<file path="config.mk">
export PLATFORM = sky130hd
export DESIGN_NAME = mem_bus_master
export DESIGN_NICKNAME = d
export VERILOG_FILES = /design/src/rtl/mem_bus_pkg.sv /design/src/rtl/mem_lane_align.sv /design/src/rtl/mem_bus_master.sv
export SDC_FILE = /design/constraint.sdc
export NUM_CORES = 1
export LEC_CHECK = 0
export CAP_MARGIN = 25
export CORE_AREA = 2 2 74 146
export CTS_BUF_LIST = sky130_fd_sc_hd__clkbuf_4 sky130_fd_sc_hd__clkbuf_8 sky130_fd_sc_hd__clkbuf_16
export DETAILED_ROUTE_END_ITERATION = 8
export DIE_AREA = 0 0 76 148
export GPL_TIMING_DRIVEN = 1
export HOLD_SLACK_MARGIN = 0.15
export PLACE_DENSITY = 0.89
export SETUP_SLACK_MARGIN = 0.4
export SYNTH_ARGS = -nofsm -noshare
export SYNTH_HDL_FRONTEND = slang
export SYNTH_SLANG_ARGS = --single-unit
</file>
<file path="constraint.sdc">
create_clock -name clk -period 6.98 [get_ports clk]
set_input_delay 0.698 -clock clk [delete_from_list [all_inputs] [get_ports clk]]
set_output_delay 0.698 -clock clk [all_outputs]
set_load 0.03 [all_outputs]
</file>
<file path="src/rtl/mem_bus_pkg.sv">
// Shared encodings for the CPU-side peripheral bus initiator: access sizes,
// FSM states, chip-enable indices and the alignment rule.
package mem_bus_pkg;

    localparam logic [1:0] SZ_B = 2'b00;
    localparam logic [1:0] SZ_H = 2'b01;
    localparam logic [1:0] SZ_W = 2'b10;
    localparam logic [1:0] SZ_X = 2'b11;

    localparam int unsigned CE_RAM  = 0;
    localparam int unsigned CE_GPIO = 1;

    typedef enum logic [1:0] {
        IDLE   = 2'd0,
        ACCESS = 2'd1,
        RDWAIT = 2'd2,
        DONE   = 2'd3
    } state_t;

    // Halfwords need even addresses, words need 4-byte alignment.
    function automatic logic is_misaligned(input logic [1:0] size, input logic [1:0] off);
        case (size)
            SZ_H:    return off[0];
            SZ_W:    return off != 2'b00;
            default: return 1'b0;
        endcase
    endfunction

endpackage

</file>
<file path="src/rtl/mem_lane_align.sv">
// Byte-lane steering for stores and lane extract / sign-zero extension for loads.
module mem_lane_align
    import mem_bus_pkg::*;
(
    input  logic [1:0]  wr_size,
    input  logic [1:0]  wr_off,
    input  logic [31:0] wdata,
    output logic [3:0]  we_c,
    output logic [31:0] wdata_c,
    input  logic [1:0]  rd_size,
    input  logic [1:0]  rd_off,
    input  logic        rd_unsigned,
    input  logic [31:0] rdata,
    output logic [31:0] rdata_c
);

    logic [7:0]  rd_byte;
    logic [15:0] rd_half;

    // Replicate store data across lanes; enables select which lanes commit.
    always_comb begin
        we_c    = 4'b0000;
        wdata_c = 32'h0;
        case (wr_size)
            SZ_B: begin
                we_c    = 4'b0001 << wr_off;
                wdata_c = {4{wdata[7:0]}};
            end
            SZ_H: begin
                we_c    = wr_off[1] ? 4'b1100 : 4'b0011;
                wdata_c = {2{wdata[15:0]}};
            end
            SZ_W: begin
                we_c    = 4'b1111;
                wdata_c = wdata;
            end
            default: ;
        endcase
    end

    always_comb begin
        rd_byte = 8'(rdata >> {rd_off, 3'b000});
        rd_half = rd_off[1] ? rdata[31:16] : rdata[15:0];
        rdata_c = 32'h0;
        case (rd_size)
            SZ_B:    rdata_c = rd_unsigned ? {24'h0, rd_byte} : {{24{rd_byte[7]}}, rd_byte};
            SZ_H:    rdata_c = rd_unsigned ? {16'h0, rd_half} : {{16{rd_half[15]}}, rd_half};
            SZ_W:    rdata_c = rdata;
            default: ;
        endcase
    end

endmodule

</file>
<file path="src/rtl/mem_bus_master.sv">
// Peripheral bus initiator: one MEM-stage load/store becomes one bus transaction.
// Optional macro MEM_BUS_ERR_CNT_EN adds a saturating error counter output err_count.
module mem_bus_master
    import mem_bus_pkg::*;
#(
    parameter int unsigned CE_SEL_W   = 2,
    parameter int unsigned BUS_ADDR_W = 17
) (
    input  logic                       clk,
    input  logic                       rst_n,
    input  logic                       req_valid,
    output logic                       req_ready,
    input  logic                       req_we,
    input  logic [1:0]                 req_size,
    input  logic                       req_unsigned,
    input  logic [31:0]                req_addr,
    input  logic [31:0]                req_wdata,
    output logic                       rsp_valid,
    output logic [31:0]                rsp_rdata,
    output logic                       rsp_err,
    output logic [(1<<CE_SEL_W)-1:0]   bus_ce,
    output logic [3:0]                 bus_we,
    output logic                       bus_re,
    output logic [BUS_ADDR_W-1:0]      bus_addr,
    output logic [31:0]                bus_wdata,
    input  logic [31:0]                bus_rdata
`ifdef MEM_BUS_ERR_CNT_EN
    ,
    output logic [7:0]                 err_count
`endif
);

    localparam int unsigned CE_W = 1 << CE_SEL_W;

    state_t            state;
    logic [1:0]        size_q;
    logic [1:0]        off_q;
    logic              unsigned_q;
    logic [3:0]        we_c;
    logic [31:0]       wdata_c;
    logic [31:0]       rdata_c;
    logic              req_err_c;
    logic [CE_W-1:0]   ce_c;

    assign req_err_c = is_misaligned(req_size, req_addr[1:0]) || (req_size == SZ_X) ||
                       (req_addr[31:BUS_ADDR_W] != '0);
    assign ce_c      = CE_W'(1) << req_addr[BUS_ADDR_W-1 -: CE_SEL_W];

    // Stores steer from the live request; loads extract using the latched request.
    mem_lane_align u_lane (
        .wr_size     (req_size),
        .wr_off      (req_addr[1:0]),
        .wdata       (req_wdata),
        .we_c        (we_c),
        .wdata_c     (wdata_c),
        .rd_size     (size_q),
        .rd_off      (off_q),
        .rd_unsigned (unsigned_q),
        .rdata       (bus_rdata),
        .rdata_c     (rdata_c)
    );

    always_ff @(posedge clk) begin
        if (!rst_n) begin
            state      <= IDLE;
            req_ready  <= 1'b1;
            size_q     <= SZ_B;
            off_q      <= 2'b00;
            unsigned_q <= 1'b0;
            bus_ce     <= '0;
            bus_we     <= 4'b0000;
            bus_re     <= 1'b0;
            bus_addr   <= '0;
            bus_wdata  <= 32'h0;
            rsp_valid  <= 1'b0;
            rsp_err    <= 1'b0;
            rsp_rdata  <= 32'h0;
        end else begin
            case (state)
                IDLE: begin
                    if (req_valid) begin
                        req_ready  <= 1'b0;
                        size_q     <= req_size;
                        off_q      <= req_addr[1:0];
                        unsigned_q <= req_unsigned;
                        if (req_err_c) begin
                            state     <= DONE;
                            rsp_valid <= 1'b1;
                            rsp_err   <= 1'b1;
                            rsp_rdata <= 32'h0;
                        end else begin
                            state    <= ACCESS;
                            bus_ce   <= ce_c;
                            bus_addr <= {req_addr[BUS_ADDR_W-1:2], 2'b00};
                            bus_re   <= !req_we;
                            if (req_we) begin
                                bus_we    <= we_c;
                                bus_wdata <= wdata_c;
                            end
                        end
                    end
                end
                ACCESS: begin
                    if (bus_re) begin
                        state <= RDWAIT;
                    end else begin
                        state     <= DONE;
                        bus_ce    <= '0;
                        bus_we    <= 4'b0000;
                        bus_addr  <= '0;
                        bus_wdata <= 32'h0;
                        rsp_valid <= 1'b1;
                        rsp_err   <= 1'b0;
                        rsp_rdata <= 32'h0;
                    end
                end
                RDWAIT: begin
                    state     <= DONE;
                    bus_ce    <= '0;
                    bus_re    <= 1'b0;
                    bus_addr  <= '0;
                    rsp_valid <= 1'b1;
                    rsp_err   <= 1'b0;
                    rsp_rdata <= rdata_c;
                end
                DONE: begin
                    state     <= IDLE;
                    req_ready <= 1'b1;
                    rsp_valid <= 1'b0;
                    rsp_err   <= 1'b0;
                    rsp_rdata <= 32'h0;
                end
                default: state <= IDLE;
            endcase
        end
    end

`ifdef MEM_BUS_ERR_CNT_EN
    always_ff @(posedge clk) begin
        if (!rst_n) begin
            err_count <= 8'h00;
        end else if (state == DONE && rsp_err && err_count != 8'hFF) begin
            err_count <= err_count + 8'd1;
        end
    end
`endif

endmodule
</file>
==> Yosys cells after proc, flatten, opt, wreduce, memory -nomap -nowiden <==
Index checks and enable logic that the tools add are counted.
{ "op_classes": {"n_eq_ne": 13, "n_shift": 3, "n_mux": 43, "n_reduce_logical": 19} }
{ "op_table": {"columns": ["operator", "n"], "rows": [
  ["$mux W32", 8],
  ["$pmux W32 S3", 2],
  ["$pmux W32 S4", 1],
  ["$pmux W32 S2", 1],
  ["$mux W17", 3],
  ["$pmux W17 S3", 1],
  ["$shr A32 B5 Y8", 1],
  ["$mux W4", 7],
  ["$pmux W4 S3", 2],
  ["$mux W16", 1],
  ["$reduce_bool A15 Y1", 1],
  ["$eq A2 B2 Y1 const B", 5],
  ["$ne A2 B2 Y1 const B", 5],
  ["$mux W1", 8],
  ["$pmux W2 S4", 1],
  ["$pmux W4 S2", 1],
  ["$reduce_bool A2 Y1", 4],
  ["$shl A1 B2 Y4 const A", 2],
  ["$eq A2 B1 Y1 const B", 3],
  ["$logic_not A2 Y1", 3],
  ["$pmux W1 S2", 3],
  ["$reduce_and A3 Y1", 2],
  ["$reduce_and A5 Y1", 1],
  ["$mux W2", 2],
  ["other kinds (8)", 10]
]} }
{ "totals": {"ff_bits": 100, "in_bits": 103} }

==> Logic depth before layout (Yosys ltp) <==
{ "depth": {"depth_word": 7, "depth_mapped": 11, "mapped_depth_nobuf": 7} }

==> Cells and area by module <==
A second synthesis with hierarchy kept.
{ "hier_totals": {"hier_cells": 609, "area_unflattened_um2": 5173.7} }
{ "modules_own_cells": {"columns": ["module", "instances", "cells_per_inst", "area_per_inst_um2", "seq_area_each_um2"], "rows": [
  ["mem_bus_master", 1, 434, 4075.2, 1961.9],
  ["mem_lane_align", 1, 175, 1098.6, 0.0]
]} }

==> Worst setup path after synthesis <==
Ideal clock, no wire load.
{ "synth_timing": {"path_type": "in2reg", "start": "input req_size[0]", "end": "register bus_wdata[20]", "setup_ns": 0.116, "arrival_ns": 2.667, "setup_slack_ns": 4.197, "path_stages": 10, "cell_sequence": "inv_1 -> ha_1 -> or2_1 -> buf_2 -> a31o_4 -> or4_1 -> clkbuf_1 -> buf_6 -> buf_2 -> a31o_1"} }
{ "synth_via": {"elab_chain_len": 6} }
{ "synth_rtl": {"columns": ["element", "line", "text"], "rows": [
  ["from (decl)", "mem_bus_master.sv:14", "input logic [1:0] req_size,"],
  ["$eq A2 B2 Y1 (tied with other cells)", "mem_bus_pkg.sv:22, mem_lane_align.sv:24", null],
  ["$pmux W32 S3 or $pmux W1 S2 (tied branches)", "mem_lane_align.sv:24, mem_bus_pkg.sv:22", null],
  ["$mux W32 or $logic_or A1 B1 Y1 (tied branches)", "mem_bus_master.sv:96, mem_bus_master.sv:45", null],
  ["$mux W32 or $logic_or A1 B1 Y1 (tied branches)", "mem_bus_master.sv:86, mem_bus_master.sv:45", null],
  ["$mux W32 or $ne A2 B2 Y1 (tied branches)", null, null],
  ["$pmux W32 S2 or $reduce_and A5 Y1 (tied branches)", null, null],
  ["to (signal assigned)", "mem_bus_master.sv:98", "bus_wdata <= wdata_c;"],
  ["to (decl)", "mem_bus_master.sv:25", "output logic [31:0] bus_wdata,"]
]} }
Parallel ways exist; a longest one is shown, timed or not. The select of a mux whose other input is x is not followed.
A chain may end at the register's enable or synchronous reset.

==> Worst setup path after layout <==
{ "layout_timing": {"start": "input req_size[0]", "end": "register bus_wdata[7]"} }
The elaborated chain is that of the path after synthesis.

==> results.cfg <==
[timing]
relSlewSlack = 0.328
fin_setup_tns_ns = 0
setup_viol = 0
grt_setup_unrepaired = no
worst_pin_slew_ns = 1.01
layout_worst_path_cycle_share = 0.605
slew_violations = 0
finalCriticalPeriod_ns = 4.22
hold_violations = 0
fmax_mhz = 237
fin_skew_ns = 0.00727

[cts]
cts_resized = 0
root_buffer = clkbuf_16
clk_path_buf_depth = 2
cts_tree = yes
clk_transition_reported_paths_ns = 0.08
clkLatencyLatePin_ns = 0.34
h-tree-depth = 3
cts-hold-fix-buffers = 0
cts_num_sinks = 98
cts_made_buffers = 9
cts_setup_buffers = 0

[synth]
synth.distinct_cells = 48
synth_edf_count = 0
yosysSeqAreaShare = 0.434
yosysMostFrequentCell = dfxtp_1
synth_area_leaders = dfxtp_1 (43%), a22o_1 (4.5%), nand3_1 (4.3%), o31ai_1 (4.3%), a22oi_1 (4.1%)
synthTopCellsByCount = dfxtp_1 (98), nand3_1 (39), clkbuf_1 (35)
avgSynthCellArea_um2 = 9.31
ys_ff_latch = 98
synth.cell_area_um2 = 4530
synthArstFlopShare = 0
synth_top_cell_area_share = 0.434
syn-instance-count = 486
yosysWarningCount = 0
yosysTopAreaCell = dfxtp_1
synth_ff_type = dfxtp_1

[floorplanning]
io_pins = 196
die_area_um2 = 11200
rows = 52
core_region_area_um2 = 10100
die_x_um = 76
start_util = 0.449
die_h_um = 148

[final_layout]
final_layout_size_suffix_gt1_frac = 0.0985
syn_to_final_growth_pct = 49.6
n_antenna_cell = 0
fin_nets = 756

[setup_path]
cp-end-kind = flop
slowest_stage = or4_2
worstPathRequired_ns = 7.22
crit_type = input port to flop
worst_ep_arrival_time_ns = 4.46
path_cells = clkdlybuf4s50_1 > inv_1 > ha_1 > or2_1 > a31o_4 > or4_2 > and2_1 > a22o_1
cp_top_family = simple AND/OR/NAND/NOR gates
crit_buf_inv = 2
crit_path_start_kind = input port
path_max_fanout = 58
r2r_setup_slack_ns = 3.67
slowest_delay_ns = 1.11

[pwr]
p_per_area_nw_per_um2 = 247
internal-power_w = 0.00107
power_leakage_nw = 2.40
combPwrFrac = 0.328
ir_drop_uv = 142
seqPwrFrac = 0.378
power.share.clock = 0.294
p_switching_w = 0.000601
swShare = 0.359
power_w = 0.00167

[job]
max-cap-violations = 0

[detailed_routing]
vias_per_cell = 6.05
drc = 0
ant_nets = 0
firstDrtPassIters = 8
num_vias = 4750
wl_per_cell_um = 18.5
drt_wl_total_um = 14500
first_iter_violations = 304

[placement]
place_congestion = 0.908
hpwl_um = 11100
portBuffers = 193

[global_routing]
grt_usage = 0.253
grt_start_max_net_pins = 67
antenna_found_initial = 0
grt_pass1_vias = 4606
grt_overflow = 0
grt_pass1_wl_um = 22900

[outcome]
outcome = finished, final reports clean

[worst_hold_path]
hp-class = flop to flop
area by class of cell:
type | instances | area (um2)
Clock inverter | 7 | 70.1
Timing Repair Buffer | 200 | 2000
Clock buffer | 9 | 225
Tap cell | 135 | 169
Inverter | 13 | 48.8
Multi-Input combinational cell | 323 | 2300
Fill cell | 783 | 3320
Sequential cell | 98 | 1960
layout by cell type, fill, tap and decap left out, drive strengths merged, types with 13 or more instances in the layout:
master | netlist | layout
o21ai | 16 | 16
a21oi | 30 | 30
nor3 | 23 | 23
a22oi | 25 | 25
clkdlybuf4s50 | 0 | 193
nand2 | 16 | 16
a31o | 30 | 30
nand3 | 39 | 39
a222oi | 13 | 13
inv | 13 | 18
a22o | 23 | 23
o31ai | 30 | 30
dfxtp | 98 | 98
state kept, by name (all words and copies together) (netlist names):
register,cells
rsp_rdata,32
rsp_valid,1
unsigned_q,1
bus_ce,4
req_ready,1
bus_we,4
state,2
off_q,2
bus_re,1
size_q,2
rsp_err,1
bus_wdata,32
bus_addr,15
worst reg2reg max path, stage by stage (launching register included):
cell and delay (ns):
dfxtp_1 0.40, inv_1 0.10, ha_1 0.41, nand2b_1 0.22, nand2_1 0.15, or4_2 1.18
and2_1 0.47, a22o_1 0.27
kinds of logic (layout without fill, tap and decap cells):
kind of cell,after synthesis,after routing,share of synthesized area
flip-flops,98,98,0.434
buffers and inverters,66,229,0.0639
multiplexers,11,11,0.0293
other,1,2,0.000829
AO/OA/AOI/OAI,186,186,0.318
adder cells (fa/ha/maj),8,8,0.0221
AND/OR/NAND/NOR,116,116,0.132
through the flow:
stage	hold slack, ns	instances	setup WS [ns]	utilization	cell area, um2
6_report	0.449	785	2.76	0.671	6770
5_1_grt	0.484	785	2.60	0.671	6770
4_1_cts	0.458	783	2.81	0.668	6740
3_5_place_dp	0.447	767	2.45	0.639	6440
3_3_place_gp	0.442	767	2.58	0.639	6440
2_1_floorplan	0.461	487	4.20	-	4530
final timing paths:
kind / startpoint / end / depth (start not counted)
setup reg to reg: state[0] / bus_wdata[7] / 7
hold / removal: bus_addr[15] / bus_addr[15] / 2
hold reg to reg: bus_addr[15] / bus_addr[15] / 2
setup / recovery: req_size[0] / bus_wdata[7] / 8
layer usage:
metal	global-route usage	wire, um	part of all wire	vias to the layer above
met3	0.0635	1180	0.081	43
li1	-	-	-	2183
met2	0.483	7960	0.55	273
met5	0	0	0	-
met4	0.115	526	0.036	0
met1	0.253	4890	0.34	2251
power by group through the flow:
| stage | Clock [W] | Combinational, W | Sequential [W] |
|---|---|---|---|
| after floorplan | 0 | 0.000298 | 0.000688 |
| after global placement | 0 | 0.000521 | 0.000642 |
| after detailed placement | 0 | 0.000534 | 0.000645 |
| after CTS | 0.000497 | 0.000537 | 0.000632 |
| after global routing | 0.000523 | 0.000591 | 0.000637 |
| final | 0.000491 | 0.000549 | 0.000632 |
Power figures use the tool's default switching activity.
